--- src/rtl/si_bullet_pkg.sv ---
`default_nettype none
// ============================================================================
//  Module      : si_bullet_pkg
//  Description : Shared constants and elaboration-time helper functions for
//                the Space Invaders bullet shifter bank.
//                - SI_DIR_UP / SI_DIR_DOWN : track direction encodings
//                - siEndIdx()   : entry or exit cell index of a track
//                - siCntWidth() : prescaler counter width for a tick divider
//  Revision    : 1.0  - initial release
// ============================================================================
package si_bullet_pkg;

    // Track direction encodings.
    // Up   : entry = bit 0, bullets move toward the MSB, exit = MSB.
    // Down : entry = MSB, bullets move toward bit 0, exit = bit 0.
    localparam logic SI_DIR_UP   = 1'b1;
    localparam logic SI_DIR_DOWN = 1'b0;

    // Index of the entry cell (wantExit = 0) or the exit cell (wantExit = 1)
    // of a track of the given depth and direction.
    function automatic int siEndIdx(input int depth, input logic dirUp, input logic wantExit);
        logic atMsb;
        // The entry sits at the MSB only for downward tracks; the exit is
        // always the opposite end.
        atMsb = (dirUp == SI_DIR_UP) ? wantExit : ~wantExit;
        return atMsb ? (depth - 1) : 0;
    endfunction

    // Prescaler counter width, max(1, clog2(tickDiv)). A divider of 1 still
    // needs a one-bit counter so that the compare logic stays uniform.
    function automatic int siCntWidth(input int tickDiv);
        return (tickDiv <= 2) ? 1 : $clog2(tickDiv);
    endfunction

endpackage : si_bullet_pkg
`default_nettype wire

--- src/rtl/si_bullet_track.sv ---
`default_nettype none
// ============================================================================
//  Module      : si_bullet_track
//  Description : One bullet track (one playfield column) of DEPTH cells.
//                Each cycle the next contents are built in this order:
//                  1. optional shift one cell toward the exit (on tick),
//                     the bullet leaving the exit cell is reported as escape
//                  2. kill mask removes bullets at post-shift positions
//                  3. fire places a bullet in the entry cell if it is free
//                Clear wipes the track and suppresses ack/escape.
//  Ports       : clk        - system clock, rising edge
//                rst        - asynchronous active-high reset
//                i_clear    - synchronous clear of track, ack and escape
//                i_tick     - apply a shift at the next edge
//                i_fire     - bullet injection request (level)
//                i_kill     - per-cell removal mask
//                o_data     - registered track contents
//                o_fireAck  - registered pulse, fire accepted last cycle
//                o_escape   - registered pulse, bullet shifted out last cycle
//  Revision    : 1.0  - initial release
// ============================================================================
module si_bullet_track
    import si_bullet_pkg::*;
#(
    parameter int   DEPTH  = 8,
    parameter logic DIR_UP = SI_DIR_UP
)
(
    input  logic             clk,
    input  logic             rst,
    input  logic             i_clear,
    input  logic             i_tick,
    input  logic             i_fire,
    input  logic [DEPTH-1:0] i_kill,
    output logic [DEPTH-1:0] o_data,
    output logic             o_fireAck,
    output logic             o_escape
);

    localparam int c_ENTRY = siEndIdx(DEPTH, DIR_UP, 1'b0);
    localparam int c_EXIT  = siEndIdx(DEPTH, DIR_UP, 1'b1);

    logic [DEPTH-1:0] r_track;
    logic             r_fireAck;
    logic             r_escape;

    logic [DEPTH-1:0] w_shifted;
    logic [DEPTH-1:0] w_stepped;
    logic [DEPTH-1:0] w_afterKill;
    logic [DEPTH-1:0] w_next;
    logic             w_escape;
    logic             w_accept;

    // Shift one cell toward the exit; the entry cell is refilled with 0.
    generate
        if (DIR_UP == SI_DIR_UP) begin : g_shiftUp
            assign w_shifted = {r_track[DEPTH-2:0], 1'b0};
        end else begin : g_shiftDown
            assign w_shifted = {1'b0, r_track[DEPTH-1:1]};
        end
    endgenerate

    always_comb begin
        w_stepped   = r_track;
        w_escape    = 1'b0;
        if (i_tick) begin
            w_stepped = w_shifted;
            // Escape is taken from the pre-shift exit cell, so a kill aimed
            // at that bullet in the same cycle cannot cancel it.
            w_escape  = r_track[c_EXIT];
        end

        w_afterKill = w_stepped & ~i_kill;

        // Fire is evaluated after kill: a kill on the entry cell frees it for
        // a simultaneous fire. On a tick the entry cell is always vacant.
        w_accept    = i_fire & ~w_afterKill[c_ENTRY];

        w_next      = w_afterKill;
        if (w_accept) begin
            w_next[c_ENTRY] = 1'b1;
        end
    end

    always_ff @(posedge clk or posedge rst) begin
        if (rst) begin
            r_track   <= '0;
            r_fireAck <= 1'b0;
            r_escape  <= 1'b0;
        end else if (i_clear) begin
            r_track   <= '0;
            r_fireAck <= 1'b0;
            r_escape  <= 1'b0;
        end else begin
            r_track   <= w_next;
            r_fireAck <= w_accept;
            r_escape  <= w_escape;
        end
    end

    assign o_data    = r_track;
    assign o_fireAck = r_fireAck;
    assign o_escape  = r_escape;

endmodule : si_bullet_track
`default_nettype wire

--- src/rtl/si_bullet_shifter_bank.sv ---
`default_nettype none
// ============================================================================
//  Module      : si_bullet_shifter_bank
//  Description : Bank of NUM_CH independent bullet tracks of DEPTH cells for
//                the Space Invaders playfield. A shared prescaler produces a
//                shift tick every TICK_DIV enabled cycles; clear resets every
//                track and the prescaler together.
//  Ports       : SC_BulletBank_CLOCK_50     - system clock, rising edge
//                SC_BulletBank_RESET_InHigh - asynchronous active-high reset
//                SC_BulletBank_enable_In    - prescaler run enable
//                SC_BulletBank_clear_In     - synchronous clear of bank
//                SC_BulletBank_fire_In      - per-channel fire request
//                SC_BulletBank_kill_In      - per-cell kill mask,
//                                             channel c = [c*DEPTH +: DEPTH]
//                SC_BulletBank_data_OutBus  - track contents, same packing
//                SC_BulletBank_tick_Out     - shift applied at next edge
//                SC_BulletBank_fire_ack_Out - per-channel accepted-fire pulse
//                SC_BulletBank_escape_Out   - per-channel escape pulse
//  Revision    : 1.0  - initial release
// ============================================================================
module si_bullet_shifter_bank
    import si_bullet_pkg::*;
#(
    parameter int   DEPTH    = 8,
    parameter int   NUM_CH   = 4,
    parameter int   TICK_DIV = 4,
    parameter logic DIR_UP   = SI_DIR_UP
)
(
    input  logic                    SC_BulletBank_CLOCK_50,
    input  logic                    SC_BulletBank_RESET_InHigh,
    input  logic                    SC_BulletBank_enable_In,
    input  logic                    SC_BulletBank_clear_In,
    input  logic [NUM_CH-1:0]       SC_BulletBank_fire_In,
    input  logic [NUM_CH*DEPTH-1:0] SC_BulletBank_kill_In,
    output logic [NUM_CH*DEPTH-1:0] SC_BulletBank_data_OutBus,
    output logic                    SC_BulletBank_tick_Out,
    output logic [NUM_CH-1:0]       SC_BulletBank_fire_ack_Out,
    output logic [NUM_CH-1:0]       SC_BulletBank_escape_Out
);

    localparam int                 c_CNT_W   = siCntWidth(TICK_DIV);
    localparam logic [c_CNT_W-1:0] c_CNT_MAX = c_CNT_W'(TICK_DIV - 1);
    localparam logic [c_CNT_W-1:0] c_CNT_ONE = c_CNT_W'(1);

    logic [c_CNT_W-1:0] r_cnt;
    logic               w_tick;

    // ------------------------------------------------------------------
    // Shared prescaler: counts enabled cycles, ticks on the last one.
    // ------------------------------------------------------------------
    assign w_tick = SC_BulletBank_enable_In & (r_cnt == c_CNT_MAX);

    always_ff @(posedge SC_BulletBank_CLOCK_50 or posedge SC_BulletBank_RESET_InHigh) begin
        if (SC_BulletBank_RESET_InHigh) begin
            r_cnt <= '0;
        end else if (SC_BulletBank_clear_In) begin
            r_cnt <= '0;
        end else if (SC_BulletBank_enable_In) begin
            r_cnt <= w_tick ? '0 : (r_cnt + c_CNT_ONE);
        end
    end

    // With TICK_DIV = 1 the reset counter value already matches the compare,
    // so the exported tick is masked while reset is asserted.
    assign SC_BulletBank_tick_Out = w_tick & ~SC_BulletBank_RESET_InHigh;

    // ------------------------------------------------------------------
    // Track channels, sharing only tick and clear.
    // ------------------------------------------------------------------
    generate
        for (genvar gCh = 0; gCh < NUM_CH; gCh++) begin : g_ch
            si_bullet_track #(
                .DEPTH  (DEPTH),
                .DIR_UP (DIR_UP)
            ) u_track (
                .clk       (SC_BulletBank_CLOCK_50),
                .rst       (SC_BulletBank_RESET_InHigh),
                .i_clear   (SC_BulletBank_clear_In),
                .i_tick    (w_tick),
                .i_fire    (SC_BulletBank_fire_In[gCh]),
                .i_kill    (SC_BulletBank_kill_In[gCh*DEPTH +: DEPTH]),
                .o_data    (SC_BulletBank_data_OutBus[gCh*DEPTH +: DEPTH]),
                .o_fireAck (SC_BulletBank_fire_ack_Out[gCh]),
                .o_escape  (SC_BulletBank_escape_Out[gCh])
            );
        end
    endgenerate

endmodule : si_bullet_shifter_bank
`default_nettype wire
--- config.mk ---
export PLATFORM = sky130hd
export DESIGN_NAME = si_bullet_shifter_bank
export DESIGN_NICKNAME = d
export VERILOG_FILES = /design/src/rtl/si_bullet_pkg.sv /design/src/rtl/si_bullet_track.sv /design/src/rtl/si_bullet_shifter_bank.sv
export SDC_FILE = /design/constraint.sdc
export NUM_CORES = 1
export LEC_CHECK = 0
export CAP_MARGIN = 20
export CELL_PAD_IN_SITES_DETAIL_PLACEMENT = 1
export CELL_PAD_IN_SITES_GLOBAL_PLACEMENT = 2
export CORE_UTILIZATION = 26
export DETAILED_ROUTE_END_ITERATION = 10
export GPL_ROUTABILITY_DRIVEN = 0
export PLACE_DENSITY = 0.77
export SLEW_MARGIN = 20
export SYNTH_ARGS = -nofsm -noshare
export SYNTH_HDL_FRONTEND = slang
export SYNTH_SLANG_ARGS = --single-unit
--- constraint.sdc ---
create_clock -name SC_BulletBank_CLOCK_50 -period 1.45 [get_ports SC_BulletBank_CLOCK_50]
set_input_delay 0.145 -clock SC_BulletBank_CLOCK_50 [delete_from_list [all_inputs] [get_ports SC_BulletBank_CLOCK_50]]
set_output_delay 0.145 -clock SC_BulletBank_CLOCK_50 [all_outputs]
set_load 0.1 [all_outputs]
==> summary.md, run 1 <==
The run finished with clean final reports. Dividing total power by cell area gives a power density of 717.1 mW/mm^2. The logs give 2 for the maximum buffer depth of the clock tree and 1.31 ns for the required time at the worst-slack endpoint. For the part of the Yosys area used for sequential elements, the log shows 0.5653. The total negative setup slack is 0 ns, and the worst relative slew slack is 0.7786. The number of register bits inferred by synthesis was 42.

The number of nets handed over by synthesis was 188. The critical path starts at r_cnt[1]. The die covers 0.007494 sq mm. The critical path goes through ha_4 > nand2_8 > nor2_4 > buf_12. By area the synthesized netlist is led by sky130_fd_sc_hd__dfrtp_1 57%, sky130_fd_sc_hd__mux2i_1 16%, sky130_fd_sc_hd__nor3_1 6.7%. The count of final setup violators was 0; the maximum operating frequency was 721.5 MHz.

The logs give 30 for the first-iteration detailed-routing DRC count and 314 for the number of placed instances, taps included. The count of nets left with antenna violations once routing finished came out at 0. The detailed router placed 1398 vias in this run.

The floorplan has 30 rows. The number of logic stages on the critical path including buffering came out at 4. The maximum resistive drop on vdd was 354.6 uV. Yosys warning count: 0. The worst register-to-register path has a depth of 6.

Pin placement for this block handled 81 I/O pins. In the routed design, unresolved DRC markers number 0. The tools report the final-report max-slew violation count as 0. In this run the horizontal extent of the chip is 86.57 um.

The run gives 0 as the number of hold violations in the final report. Sum of net half-perimeters after detailed placement: 3615 um. The fraction of layout cells with a size suffix above 1 is 0.3114, and the buffers plus inverters on the worst setup path is 1. For the pin with the worst max-slew slack, the measured transition is 0.3320 ns. For the leakage power of the design, the log shows 0.001573 uW. Critical path capture point type: a primary output. The detailed-route wire length per cell came out at 14.60 um.

The highest net fanout along the worst path was 5; the longest individual stage delay on the worst path was 0.40 ns. Buffers placed on the I/O ports in this run total 80. The post-synthesis compound-gate area fraction is 0.04576. The startpoint of the worst register-to-register path is r_cnt[1]. The tools report the startpoint class of the critical path as a register.

For the share of total power in combinational logic, the log shows 0.169. Entering global routing, the biggest net connects 43 pins. The finished layout holds 324 standard cells, fillers aside. The final layout contains routed wiring with a total length of 4731 um. The tools report the origin of the worst min-delay path as SC_BulletBank_clear_In. The area share of xor/xnor cells in the synthesized design came out at 0.004711. The logs give 0 for the cts-stage hold buffer count and 0.520 for the part of the power in registers.

Global routing finished with a remaining overflow of 0. The tools report the insertion delay to the later sink of the worst-skew pair as 0.29 ns. sky130_fd_sc_hd__dfrtp_1 takes more of the synthesized area than any other cell.

Leaving out fill and tap cells, the most frequent cells in the layout are 44 x sky130_fd_sc_hd__buf_12, 42 x sky130_fd_sc_hd__dfrtp_1, 38 x sky130_fd_sc_hd__clkdlybuf4s50_1, 29 x sky130_fd_sc_hd__mux2i_1, 25 x sky130_fd_sc_hd__nor3_1. The run gives 1.24 ns as the arrival time at the worst endpoint. The final cycle utilization of the critical path was 0.9559; the internal power summed over all cells was 1704 uW. The adder and majority cell fraction of the synthesized area was 0.006729. For the overall global routing resource usage, the log shows 0.1383. The worst hold path passes through 2 cells.

For the number of antenna violations at the first check in global routing, the log shows 0. The min-delay analysis places its worst path in the category input pin to register. Switching power of the nets: 630.8 uW. The maximum level of the CTS H-tree is 2. By startpoint and endpoint, the worst setup path is classified as register to primary output. Number of inserted diodes: 0.

By area, the combinational part of the netlist is dominated by multiplexers. The placeable core area is 0.006869 sq mm, and the clock share of power is 0.310. The tools report the reg2reg setup slack as 0.13 ns.

Cell with the biggest individual delay on the critical path: sky130_fd_sc_hd__dfrtp_1. The area growth from synthesis to layout is 75.10%. The worst clock skew on the final layout was 0.007805 ns. Area share of the leading cell type in the synthesized netlist: 0.5653.

Leaving out fill and tap cells, the most frequent cell in the layout is sky130_fd_sc_hd__buf_12. Clock tree synthesis selected as its root buffer the cell sky130_fd_sc_hd__clkbuf_8. The net count reported at finish was 269; the multiplexer area fraction after synthesis was 0.1561. The synthesized netlist occupies a cell area of 0.001859 sq mm. The first TritonRoute pass finished after 2 iterations. The tool flagged a number of max-cap violations equal to 0. TritonCTS created 5 clock buffers. The final critical delay including setup and external delays is 1.386 ns.

In this run, distinct cell masters in the synthesized netlist total 18. The first global-routing pass estimated 7866 um of wire. In the routed layout, each cell is associated on average with a via count of 4.315. Setup repair after global routing left no endpoint under its margin. Number of global-route vias before repair: 1535.

Sink count of the clock tree: 42. TritonCTS built the clock tree. The initial core utilization was 0.2707; the clock slew seen by the registers of the worst setup and hold paths was 0.07 ns. The average instance area after synthesis is 12.65 sq um, and the post-CTS resize count is 0.

The post-synthesis share of cell area spent on and, or, nand and nor gates was 0.1272. The switching fraction of total power is 0.2702. The number of instances in the synthesized netlist is 147, and the die height is 86.57 um. Grouping stages by cell kind, the critical path spends the most delay in flip-flops.
## layer usage
layer  vias up  routed length (um)  global-route usage
met3         6                 263             0.04381
met2        44                2323              0.2266
met4         0                  73             0.05000
met1       686                2072              0.1714
li1        662                   -                   -
met5         -                   0                   0
## power by group through the flow
stage / clock network (uW) / logic [uW] / registers [uW]
2_1_floorplan: 0 / 153 / 1280
3_3_place_gp: 0 / 392 / 1240
3_5_place_dp: 0 / 396 / 1240
4_1_cts: 761 / 401 / 1220
5_1_grt: 808 / 424 / 1220
6_report: 725 / 396 / 1210
## cells by family (layout without fill, tap and decap cells)
kind of cell | Yosys count | in the layout
AO/OA/AOI/OAI | 8 | 8
XOR/XNOR | 1 | 1
adder cells (fa/ha/maj) | 1 | 1
buffers and inverters | 25 | 106
flip-flops | 42 | 42
multiplexers | 29 | 29
AND/OR/NAND/NOR | 41 | 41
## layout make-up
class | instances | area (sq um)
clock inverters | 2 | 10.01
well taps | 96 | 120.1
multi-input cells | 80 | 653.1
inverters | 9 | 33.78
clock buffers | 5 | 68.82
flip-flops and latches | 42 | 1051
repair buffers | 90 | 1319
fillers | 692 | 3613
## synthesized netlist by cell type
| master | instances |
|---|---|
| sky130_fd_sc_hd__nand2_8 | 1 |
| sky130_fd_sc_hd__buf_4 | 8 |
| sky130_fd_sc_hd__nor3_2 | 3 |
| sky130_fd_sc_hd__nor2_1 | 7 |
| sky130_fd_sc_hd__ha_1 | 1 |
| sky130_fd_sc_hd__dfrtp_1 | 42 |
| sky130_fd_sc_hd__and3b_2 | 1 |
| sky130_fd_sc_hd__inv_1 | 9 |
| sky130_fd_sc_hd__xnor2_1 | 1 |
| sky130_fd_sc_hd__buf_12 | 2 |
| sky130_fd_sc_hd__nor3_1 | 25 |
| sky130_fd_sc_hd__clkbuf_1 | 1 |
| sky130_fd_sc_hd__a31oi_1 | 4 |
| sky130_fd_sc_hd__buf_6 | 2 |
| sky130_fd_sc_hd__a311oi_2 | 4 |
| sky130_fd_sc_hd__buf_2 | 3 |
| sky130_fd_sc_hd__mux2i_1 | 29 |
| sky130_fd_sc_hd__and2_1 | 4 |
## metrics by stage
| stage | utilization | setup slack [ns] | cell area, sq um | power [uW] | hold slack [ns] |
|---|---|---|---|---|---|
| final | 0.4740 | 0.06393 | 3256 | 2334 | 0.2325 |
| after global routing | 0.4740 | 0.003608 | 3256 | 2449 | 0.2583 |
| after CTS | 0.4718 | 0.02172 | 3241 | 2378 | 0.2325 |
| after detailed placement | 0.4592 | 0.0002194 | 3154 | 1634 | 0.5425 |
| after global placement | 0.4592 | 0.05747 | 3154 | 1630 | 0.5388 |
| after floorplan | - | 0.002738 | 1879 | 1431 | 0.2082 |
## final timing paths
check,endpoint
hold / removal,r_cnt[0]
max in group asynchronous,g_ch[2].u_track.o_fireAck
min in group asynchronous,g_ch[1].u_track.o_fireAck
setup / recovery,SC_BulletBank_tick_Out
hold reg to reg,g_ch[3].u_track.o_escape
setup reg to reg,g_ch[0].u_track.o_data[0]
## sequential cells by signal, summed over array words and instances, names as in the netlist
name	count
g_ch.u_track.o_escape	4
g_ch.u_track.o_data	32
g_ch.u_track.o_fireAck	4
r_cnt	2
## timing repair
item	4_1_cts	5_1_grt
setup buffers	1	2
setup endpoints to repair	1	1
pin swaps	0	2
No activity file was read; power rests on OpenSTA's default activity.
==> run 2: changes to the inputs <==
--- a/config.mk
+++ b/config.mk
@@ -8,11 +8,12 @@
 export CAP_MARGIN = 20
 export CELL_PAD_IN_SITES_DETAIL_PLACEMENT = 1
 export CELL_PAD_IN_SITES_GLOBAL_PLACEMENT = 2
-export CORE_UTILIZATION = 26
+export CORE_UTILIZATION = 25
 export DETAILED_ROUTE_END_ITERATION = 10
 export GPL_ROUTABILITY_DRIVEN = 0
-export PLACE_DENSITY = 0.77
+export PLACE_DENSITY_LB_ADDON = 0.1
 export SLEW_MARGIN = 20
 export SYNTH_ARGS = -nofsm -noshare
 export SYNTH_HDL_FRONTEND = slang
+export SYNTH_HIERARCHICAL = 1
 export SYNTH_SLANG_ARGS = --single-unit
==> summary.md, run 2 <==
The flow ran to the end, but the final reports show violations. The checks that failed: negative setup slack. The clock share of power was 0.353 (+0.043); the reg2reg setup slack was -0.08 ns (-0.21 ns). For the first-iteration detailed-routing DRC count, the log shows 54 (+80%). For the synthesized area, the log shows 0.001758 sq mm (-5.5%). The run gives 0.007371 sq mm (-1.6%) as the floorplan die area. The initial core utilization is 0.2587 (-0.01193).

By area the synthesized netlist is led by sky130_fd_sc_hd__dfrtp_1 60%, sky130_fd_sc_hd__mux2i_1 17%, sky130_fd_sc_hd__nor3_1 8.0%. The startpoint class of the critical path was a register. The overall global routing resource usage is 0.1507 (+0.01238). The pin slew with the least headroom to its limit is 0.4148 ns (+0.08272 ns), and the net count reported at finish is 277 (+3.0%). Yosys warning count: 6 (+6). The critical setup path kind was register to register. The sum of net half-perimeters after detailed placement is 3687 um (+2.0%), and the instance area after placement is 0.003113 sq mm (-1.3%). The fraction of layout cells with a size suffix above 1 was 0.3502 (+0.03881); the count of final setup violators was 6 (+6).

For the post-detailed-route count of antenna-violating nets, the log shows 0 (unchanged). The number of buffer cells added on primary ports is 80 (unchanged), and the number of register bits inferred by synthesis is 42 (unchanged). For the part of the power in registers, the log shows 0.487 (-0.033).

The most used flip-flop cell after synthesis is sky130_fd_sc_hd__dfrtp_1. The fill cell total of the finished layout was 702 (+1.4%). The least setup slack across all paths after layout came out at -0.07545 ns (-0.1394 ns).

The number of enable-type register cells in the synthesized netlist was 0 (unchanged). The internal power summed over all cells was 1866 uW (+9.5%). Cts-stage hold buffer count: 0 (unchanged). The average instance area after synthesis was 12.29 sq um (-2.8%). Net count after synthesis: 184 (-2.1%). Cell accounting for the most synthesized area: sky130_fd_sc_hd__dfrtp_1.

The final cycle utilization of the critical path came out at 1.052 (+0.09612). The final instance area is 0.003313 sq mm (+1.8%). The die height is 85.86 um (-0.82%), and the maximum operating frequency is 655.5 MHz (-9.1%). The overall via count from detail_route was 1411 (+0.93%); the worst clock skew on the final layout was 0.007688 ns (-0.0001167 ns).

The detailed-route wire length per cell is 15.14 um (+3.7%). For the leakage power of the design, the log shows 0.001366 uW (-13%). The logs give 43 (unchanged) for the largest net degree at the start of global routing and 0 (unchanged) for the number of max-cap violations. The number of global-route vias before repair was 1625 (+5.9%); the switching fraction of total power was 0.2483 (-0.02188). Power density over the cells: 749.2 mW/mm^2 (+4.5%).

The final-report max-slew violation count was 0 (unchanged); the die outline width was 85.86 um (-0.82%). The placeable core area is 0.006794 sq mm (-1.1%). The switching power of the nets came out at 616.5 uW (-2.3%).

The area share of the leading cell type in the synthesized netlist was 0.5979 (+0.03259). For the number of instances in the synthesized netlist, the log shows 143 (-2.7%). In the layout the commonest cells are 43 x sky130_fd_sc_hd__buf_12, 38 x sky130_fd_sc_hd__dfrtp_1, 38 x sky130_fd_sc_hd__clkdlybuf4s50_1, 29 x sky130_fd_sc_hd__mux2i_1, 27 x sky130_fd_sc_hd__nor3_1.

The async set-reset flop share out of synthesis works out to 1.000 (unchanged). The clock tree root driver cell was sky130_fd_sc_hd__clkbuf_8. The insertion delay to the later sink of the worst-skew pair was 0.29 ns (about the same). Setup repair after global routing could not meet its margin everywhere. The total routed wirelength is 5043 um (+6.6%), and the number of buffers created by CTS is 5 (unchanged). The area of all sequential standard cells was 0.001056 sq mm (+0.48%); the maximum buffer depth of the clock tree was 2 (unchanged). The worst hold path belongs to the class input pin to asynchronous set/reset pin. The final critical delay including setup and external delays is 1.525 ns (+0.1394 ns), and the first-pass iteration count of the detailed router is 2 (unchanged).

The critical path capture point type is a register. The maximum level of the CTS H-tree is 2 (unchanged), and the share of total power in combinational logic is 0.160 (-0.009). In the synthesized netlist, the cells that appear most often are 42 x sky130_fd_sc_hd__dfrtp_1, 29 x sky130_fd_sc_hd__mux2i_1, 28 x sky130_fd_sc_hd__nor3_1. The maximum resistive drop on vdd is 297.6 uV (-16%). Worst relative slew slack: 0.7232 (-0.05545). The number of antenna violations at the first check in global routing was 0 (unchanged); the clock slew seen by the registers of the worst setup and hold paths was 0.08 ns (about the same). The highest net fanout along the worst path works out to 4 (-1). Wire length of the first global-routing pass: 8369 um (+6.4%). The boundary pin count is 81 (unchanged).

Leaving out fill and tap cells, the most frequent cell in the layout is sky130_fd_sc_hd__buf_12. Sink count of the clock tree: 42 (unchanged). TritonCTS built the clock tree. The final hold slack is 0.03678 ns (-0.1957 ns), and the detailed-route DRC error count is 0 (unchanged). sky130_fd_sc_hd__dfrtp_1 is the most common cell in the netlist. The run gives 1.71 ns (+0.47 ns) as the arrival time at the worst endpoint. The run gives 0 (unchanged) as the number of inserted diodes. The required time at the worst-slack endpoint was 1.63 ns (+0.32 ns); the number of hold violations in the final report was 0 (unchanged). Average via count per standard cell: 4.237 (-1.8%). The tools report the overflow left after global routing as 0 (unchanged). The placement row count was 30 (unchanged); the flip-flop count of the largest register after layout was 32 (unchanged).

The footprint of the multi-input gates is 645.6 sq um (-1.1%), and the number of different library cells in the post-synthesis netlist is 14 (-4). The part of the Yosys area used for sequential elements was 0.5979 (+0.03259); the layout-stage area growth over the synthesis result was 88.47%.
run 2: area by class of cell:
type,instances,share of cell area
sequential,42,0.3187
clock buffer,8,0.03323
inverter,9,0.01020
tap,96,0.03625
timing repair buffer,94,0.4067
multi-input combinational,84,0.1949
run 2: cell families (layout without fill, tap and decap cells):
family                   count (synthesis)  after routing  synth area share
AND/OR/NAND/NOR                         49             49            0.1516
flip-flops                              42             42            0.5979
multiplexers                            29             29            0.1651
buffers and inverters                   17            111           0.05338
AO/OA/AOI/OAI                            5              5           0.02491
adder cells (fa/ha/maj)                  1              1          0.007116
run 2: critical path, cell delays in order (launching register included):
cell	delay, ns
sky130_fd_sc_hd__dfrtp_1	0.40
sky130_fd_sc_hd__ha_2	0.20
sky130_fd_sc_hd__and2_4	0.16
sky130_fd_sc_hd__buf_6	0.11
sky130_fd_sc_hd__or3b_4	0.38
sky130_fd_sc_hd__nor3b_2	0.16
run 2: worst paths after layout:
kind / end / depth (start not counted) / from
setup / recovery: g_ch[3].u_track/o_fireAck / 5 / r_cnt[1]
hold / removal: r_cnt[1] / 2 / SC_BulletBank_RESET_InHigh
setup reg to reg: g_ch[3].u_track/o_fireAck / 5 / r_cnt[1]
hold reg to reg: g_ch[2].u_track/o_escape / 2 / g_ch[2].u_track/o_data[7]
max in group asynchronous: g_ch[3].u_track/o_data[0] / 3 / SC_BulletBank_RESET_InHigh
min in group SC_BulletBank_CLOCK_50: r_cnt[0] / 3 / SC_BulletBank_clear_In
run 2: through the flow:
stage	TNS, ns	setup WS, ns	power, uW	instances	util
floorplan	-0.1473	-0.03681	1397	143	-
global placement	0	0.006278	1601	318	0.4582
detailed placement	-0.7977	-0.07376	1611	318	0.4582
CTS	-0.3030	-0.05928	2525	331	0.4840
global route	-1.134	-0.1026	2605	333	0.4877
finish	-0.3285	-0.07545	2482	333	0.4877
run 2: routing by layer:
layer | share of wire | up-vias | global-route usage
li1 | - | 674 | -
met1 | 0.40 | 680 | 0.1701
met2 | 0.54 | 49 | 0.2749
met3 | 0.047 | 8 | 0.04042
met4 | 0.017 | 0 | 0.05000
met5 | 0 | - | 0
run 2: timing repair:
item                                    4_1_cts  5_1_grt
cloned                                        0        0
endpoints found under the setup margin        5       24
gates resized for setup                       9        2
setup buffers                                 5        2
pin swaps                                     5        1
run 2: power groups by stage:
stage	Combinational [uW]	Sequential [uW]	Clock, uW
after detailed placement	379	1230	0
after global routing	424	1210	971
final	398	1210	876
after CTS	396	1210	922
after global placement	370	1230	0
after floorplan	77.7	1320	0
==> run 3: changes to the inputs <==
--- a/config.mk
+++ b/config.mk
@@ -11,7 +11,9 @@
 export CORE_UTILIZATION = 25
 export DETAILED_ROUTE_END_ITERATION = 10
 export GPL_ROUTABILITY_DRIVEN = 0
+export GPL_TIMING_DRIVEN = 0
 export PLACE_DENSITY_LB_ADDON = 0.1
+export REMOVE_ABC_BUFFERS = 1
 export SLEW_MARGIN = 20
 export SYNTH_ARGS = -nofsm -noshare
 export SYNTH_HDL_FRONTEND = slang
==> summary.md, run 3 (synthesis results as in run 2) <==
The tools report the switching power of the nets as 596.7 uW (-3.2%). The detailed-route wire length per cell is 15.03 um (-0.75%), and the fraction of layout cells with a size suffix above 1 is 0.3347 (-0.01547). The maximum resistive drop on vdd came out at 257.0 uV (-14%).

The clock slew seen by the registers of the worst setup and hold paths works out to 0.08 ns (about the same). The placeable core area is 0.006794 sq mm (unchanged), and the die outline width is 85.86 um (unchanged). The tools report the count of final setup violators as 10 (+4). The logs give 0.6279 (-0.09528) for the worst relative slew slack and 0.001199 uW (-12%) for the leakage power of the design.

For the wire length of the first global-routing pass, the log shows 8424 um (+0.66%). The tools report the least setup slack across all paths after layout as -0.1242 ns (-0.04872 ns). The net count reported at finish was 276 (-0.36%). The logs give 0.002670 sq mm (-14%) for the instance area after placement and 1830 uW (-1.9%) for the internal power summed over all cells. The part of the power in registers is 0.494 (+0.007).

The number of max-cap violations was 0 (unchanged); the sum of net half-perimeters after detailed placement was 3489 um (-5.4%). Path type of the worst min-delay path: input pin to asynchronous set/reset pin. The die height is 85.86 um (unchanged). Maximum operating frequency: 635.3 MHz (-3.1%). Final cycle utilization of the critical path: 1.086 (+0.03360). The average via count per standard cell was 4.295 (+1.4%). Leaving out fill and tap cells, the most frequent cell in the layout is sky130_fd_sc_hd__dfrtp_1. The layout-stage area growth over the synthesis result was 68.90%; the required time at the worst-slack endpoint was 1.61 ns (-0.02 ns). The final hold slack came out at 0.1775 ns (+0.1407 ns). The number of buffer cells added on primary ports is 80 (unchanged).

The pin slew with the least headroom to its limit was 0.5608 ns (+0.1460 ns). The number of hold violations in the final report is 0 (unchanged). Setup repair after global routing could not meet its margin everywhere. The critical setup path kind was register to register. The tools report the arrival time at the worst endpoint as 1.73 ns (+0.02 ns).

The run finished, with violations left. The worst setup slack before clock tree synthesis was -1.390 ns (-1.317 ns); the maximum level of the CTS H-tree was 2 (unchanged). The total routed wirelength is 4990 um (-1.1%). The overflow left after global routing came out at 0 (unchanged). The floorplan die area came out at 0.007371 sq mm (unchanged). The run gives 0.1488 (-0.001864) as the overall global routing resource usage. The run gives 0 (unchanged) as the final-report max-slew violation count. The worst setup path is launched from a register. The fill cell total of the finished layout is 711 (+1.3%).

The run gives 0.357 (+0.004) as the clock share of power. The checks that failed: negative setup slack. The logs give 0 (unchanged) for the number of antenna violations at the first check in global routing and 2 (unchanged) for the maximum buffer depth of the clock tree.

The cts-stage hold buffer count was 0 (unchanged); the power density over the cells was 817.2 mW/mm^2 (+9.1%). The largest net degree at the start of global routing was 23 (-47%). The footprint of the multi-input gates is 666.9 sq um (+3.3%), and the final instance area is 0.002969 sq mm (-10%). The logs give 5 (unchanged) for the number of buffers created by CTS and 42 (unchanged) for the sink count of the clock tree. The first-pass iteration count of the detailed router was 2 (unchanged); the highest net fanout along the worst path was 7 (+3). The worst clock skew on the final layout was 0.006651 ns (-0.001037 ns); the switching fraction of total power was 0.2459 (-0.002427). The insertion delay to the later sink of the worst-skew pair was 0.29 ns (about the same). The flip-flop count of the largest register after layout was 32 (unchanged); the area of all sequential standard cells was 0.001051 sq mm (-0.47%).

Leaving out fill and tap cells, the most frequent cells in the layout are 42 x sky130_fd_sc_hd__dfrtp_1, 38 x sky130_fd_sc_hd__clkdlybuf4s50_1, 38 x sky130_fd_sc_hd__clkdlybuf4s15_2, 28 x sky130_fd_sc_hd__mux2i_1, 27 x sky130_fd_sc_hd__nor3_1. The cell sitting at the root of the clock tree is a sky130_fd_sc_hd__clkbuf_8. The boundary pin count is 81 (unchanged). The post-detailed-route count of antenna-violating nets was 0 (unchanged); the initial core utilization was 0.2587 (unchanged). Final critical delay including setup and external delays: 1.574 ns (+0.04872 ns). The placement row count was 30 (unchanged); the detailed-route DRC error count was 0 (unchanged). For the count of non-filler cells in the finished layout, the log shows 332 (-0.30%). For the first-iteration detailed-routing DRC count, the log shows 27 (-50%).

TritonCTS built the clock tree. The logs give 1426 (+1.1%) for the overall via count from detail_route and 0 (unchanged) for the number of inserted diodes. The number of global-route vias before repair was 1681 (+3.4%). The tools report the number of placed instances, taps included as 313 (-1.6%). The run gives 0.150 (-0.010) as the share of total power in combinational logic. STA classifies the critical path endpoint as a register.
run 3: stage by stage:
step / setup TNS [ns] / total power, uW / util
floorplan: -24.30 / 1378 / -
global placement: -62.63 / 1545 / 0.3855
detailed placement: -25.23 / 1565 / 0.3930
CTS: -0.6004 / 2459 / 0.4295
global route: -1.471 / 2553 / 0.4370
finish: -0.6690 / 2426 / 0.4370
run 3: power by group through the flow:
stage / clock network, uW / logic [uW] / registers, uW
2_1_floorplan: 0 / 60.9 / 1320
3_3_place_gp: 0 / 325 / 1220
3_5_place_dp: 0 / 344 / 1220
4_1_cts: 902 / 359 / 1200
5_1_grt: 963 / 388 / 1200
6_report: 865 / 363 / 1200
run 3: final cells by class:
cell class,count,area share
flip-flops and latches,42,0.3540
repair buffers,92,0.3325
multi-input cells,85,0.2246
well taps,96,0.04046
clock buffers,8,0.03708
inverters,9,0.01138
run 3: layer usage:
metal,GRT usage,routed length [um],vias to the layer above
li1,-,-,673
met1,0.1731,2038,706
met2,0.2698,2669,44
met3,0.03657,253,3
met4,0.04545,29,0
met5,0,0,-
run 3: final timing paths:
kind                                                       from                   endpoint  slack, ns  cells past startpoint
max                                                    r_cnt[0]  g_ch[3].u_track/o_fireAck      -0.12                      5
min                                  SC_BulletBank_RESET_InHigh                   r_cnt[0]       0.18                      2
max reg2reg                                            r_cnt[0]  g_ch[3].u_track/o_fireAck      -0.12                      5
min reg2reg                           g_ch[2].u_track/o_data[7]   g_ch[2].u_track/o_escape       0.54                      2
max in group asynchronous            SC_BulletBank_RESET_InHigh  g_ch[0].u_track/o_data[2]       0.85                      2
min in group SC_BulletBank_CLOCK_50      SC_BulletBank_clear_In   g_ch[1].u_track/o_escape       0.32                      2
run 3: critical path: stages (launching register included):
cell,delay (ns)
sky130_fd_sc_hd__dfrtp_1,0.40
sky130_fd_sc_hd__ha_2,0.19
sky130_fd_sc_hd__and2_4,0.18
sky130_fd_sc_hd__buf_16,0.14
sky130_fd_sc_hd__or3b_4,0.37
sky130_fd_sc_hd__nor3b_2,0.16
run 3: timing repair:
item,CTS,global route
pin swaps,8,2
gates cloned,1,0
setup buffers,8,2
gates resized for setup,134,11
setup endpoints to repair,80,28
==> patch, RTL diff (settings of run 3) <==
The parameter `NUM_CH` goes from 4 to 5.
--- a/src/rtl/si_bullet_shifter_bank.sv
+++ b/src/rtl/si_bullet_shifter_bank.sv
@@ -22,7 +22,7 @@
     import si_bullet_pkg::*;
 #(
     parameter int   DEPTH    = 8,
-    parameter int   NUM_CH   = 4,
+    parameter int   NUM_CH   = 5,
     parameter int   TICK_DIV = 4,
     parameter logic DIR_UP   = SI_DIR_UP
 )
Ports: changed (5 resized); port bits go from 81 to 100. The function was not compared with the original's and may differ.
==> patch against run 3 <==
- the run still ends with negative setup slack left
- wire length is 24% higher
- setup slack improved by 0.018 ns
- die area rose by 23%
- total power rose by 14%
- final cell count is 19% higher
- via count rose by 22%
- hold slack gained 0.068 ns
- area after synthesis rose by 23%
- sequential share of layout area grew 0.83 points
- sequential cell count increased by 10
- cell area is 21% higher
- critical path type unchanged
==> patch: results (changes against run 3) <==
max reg flops 40 (+25%); final setup vio count 18 (+8); Post-Place Worst Slack -1.11 ns (+0.285 ns); number of H-tree levels 2 (unchanged); Top FF cell, synth dfrtp_1; critical path peak fanout 7 (unchanged); HPWL Detailed 4180 µm (+20%); DR vias/cell 4.42 (+2.8%); outcome complete, but fails checks; yosys warns 6 (unchanged); DP Area 3260 µm² (+22%); drt first-iter violations 34 (+26%); PortBufs 99 (+24%); cell types occupying the most area after synthesis dfrtp_1 (60%), mux2i_1 (17%), nor3_1 (8.1%), buf_6 (2.6%), a21oi_2 (2.4%); WL/cell 15.7 µm (+4.6%); largest net degree at the start of global routing 28 (+22%); Slew @ Worst Pin 0.637 ns (+0.0758 ns); fraction of layout instances using a drive strength above 1 0.318 (-0.0164); drt pass-1 iters 4 (+2); worst endpoint data arrival time 1.71 ns (-0.02 ns); first-pass GRT wire length 9540 µm (+13%); setup TNS -0.805 ns (-0.136 ns); clk_skew 0.00255 ns (-0.00410 ns); metal3 WL 445 µm (+76%); post-synthesis async set-or-reset flop share 1.00 (unchanged); DR WL met2 2890 µm (+8.4%); post-layout worst setup margin -0.106 ns (+0.0182 ns); vias in the first global route 1802 (+7.2%); # diodes 0 (unchanged); Worst VDD drop 0.344 mV (+34%); failing checks negative setup slack; DRT met1 WL 2800 µm (+37%); commonest cells in the netlist dfrtp_1 (52), mux2i_1 (36), nor3_1 (35); nets 338 (+22%); Bufs on Longest Clock Path 2 (unchanged); leakage power 1.47 nW (+23%); gr usage total 0.141 (-0.00781); register area share after synthesis 0.600 (+0.00225)
[patch: cell types whose count changed in the layout (fill, tap and decap cells not counted), moves of 5 or more]
cell / run 3 / this run
dfrtp_1: 42 / 52
clkdlybuf4s18_2: 2 / 11
clkdlybuf4s50_1: 38 / 47
buf_2: 1 / 8
nor3_1: 27 / 34
clkdlybuf4s15_2: 38 / 32
mux2i_1: 28 / 34
buf_4: 9 / 4
buf_6: 1 / 6
[patch: area by class of cell]
type                            count  area, µm²
Fill cell                         883       4710
Sequential cell                    52       1300
Timing Repair Buffer              115       1230
Multi-Input combinational cell    103        800
Tap cell                          105        131
Clock buffer                        8       90.1
Inverter                           11       41.3
[patch: report_power, final]
part | internal, mW | switching, mW | leakage (nW) | total, mW
Sequential | 1.47 | 0.0118 | 0.715 | 1.48
Clock | 0.390 | 0.448 | 0.0455 | 0.838
Combinational | 0.192 | 0.246 | 0.714 | 0.437
[patch: routing by layer]
layer	vias to the layer above	GRT usage
met5	-	0
met4	0	0.0341
met3	5	0.0486
met2	56	0.227
met1	849	0.181
li1	830	-
[patch: path summary, 6_finish.rpt]
check,cells past startpoint,to,start,slack [ns]
max in group asynchronous,2,g_ch[3].u_track/o_fireAck,SC_BulletBank_RESET_InHigh,0.77
min in group SC_BulletBank_CLOCK_50,2,g_ch[2].u_track/o_escape,SC_BulletBank_clear_In,0.37
min reg2reg,2,g_ch[2].u_track/o_escape,g_ch[2].u_track/o_data[7],0.53
max,5,g_ch[0].u_track/o_fireAck,r_cnt[0],-0.11
min,2,r_cnt[1],SC_BulletBank_RESET_InHigh,0.25
max reg2reg,5,g_ch[0].u_track/o_fireAck,r_cnt[0],-0.11
[patch: repair_timing]
item | in CTS | in global routing
buffers inserted | 11 | 1
pin swaps | 15 | 5
setup endpoints to repair | 82 | 53
cloned | 1 | 1
gates resized for setup | 173 | 34
hold buffers | 0 | 0
[patch: kinds of logic after synthesis]
family,share of synthesized area
flip-flops,0.600
AND/OR/NAND/NOR,0.150
adder cells (fa/ha/maj),0.00577
AO/OA/AOI/OAI,0.0242
multiplexers,0.166
buffers and inverters,0.0537
[patch: metrics by stage]
step	utilization	cells	power (mW)
finish	0.433	394	2.76
floorplan	-	166	1.70
CTS	0.431	392	2.81
global route	0.433	394	2.89
detailed placement	0.393	372	1.93
global placement	0.387	370	1.92
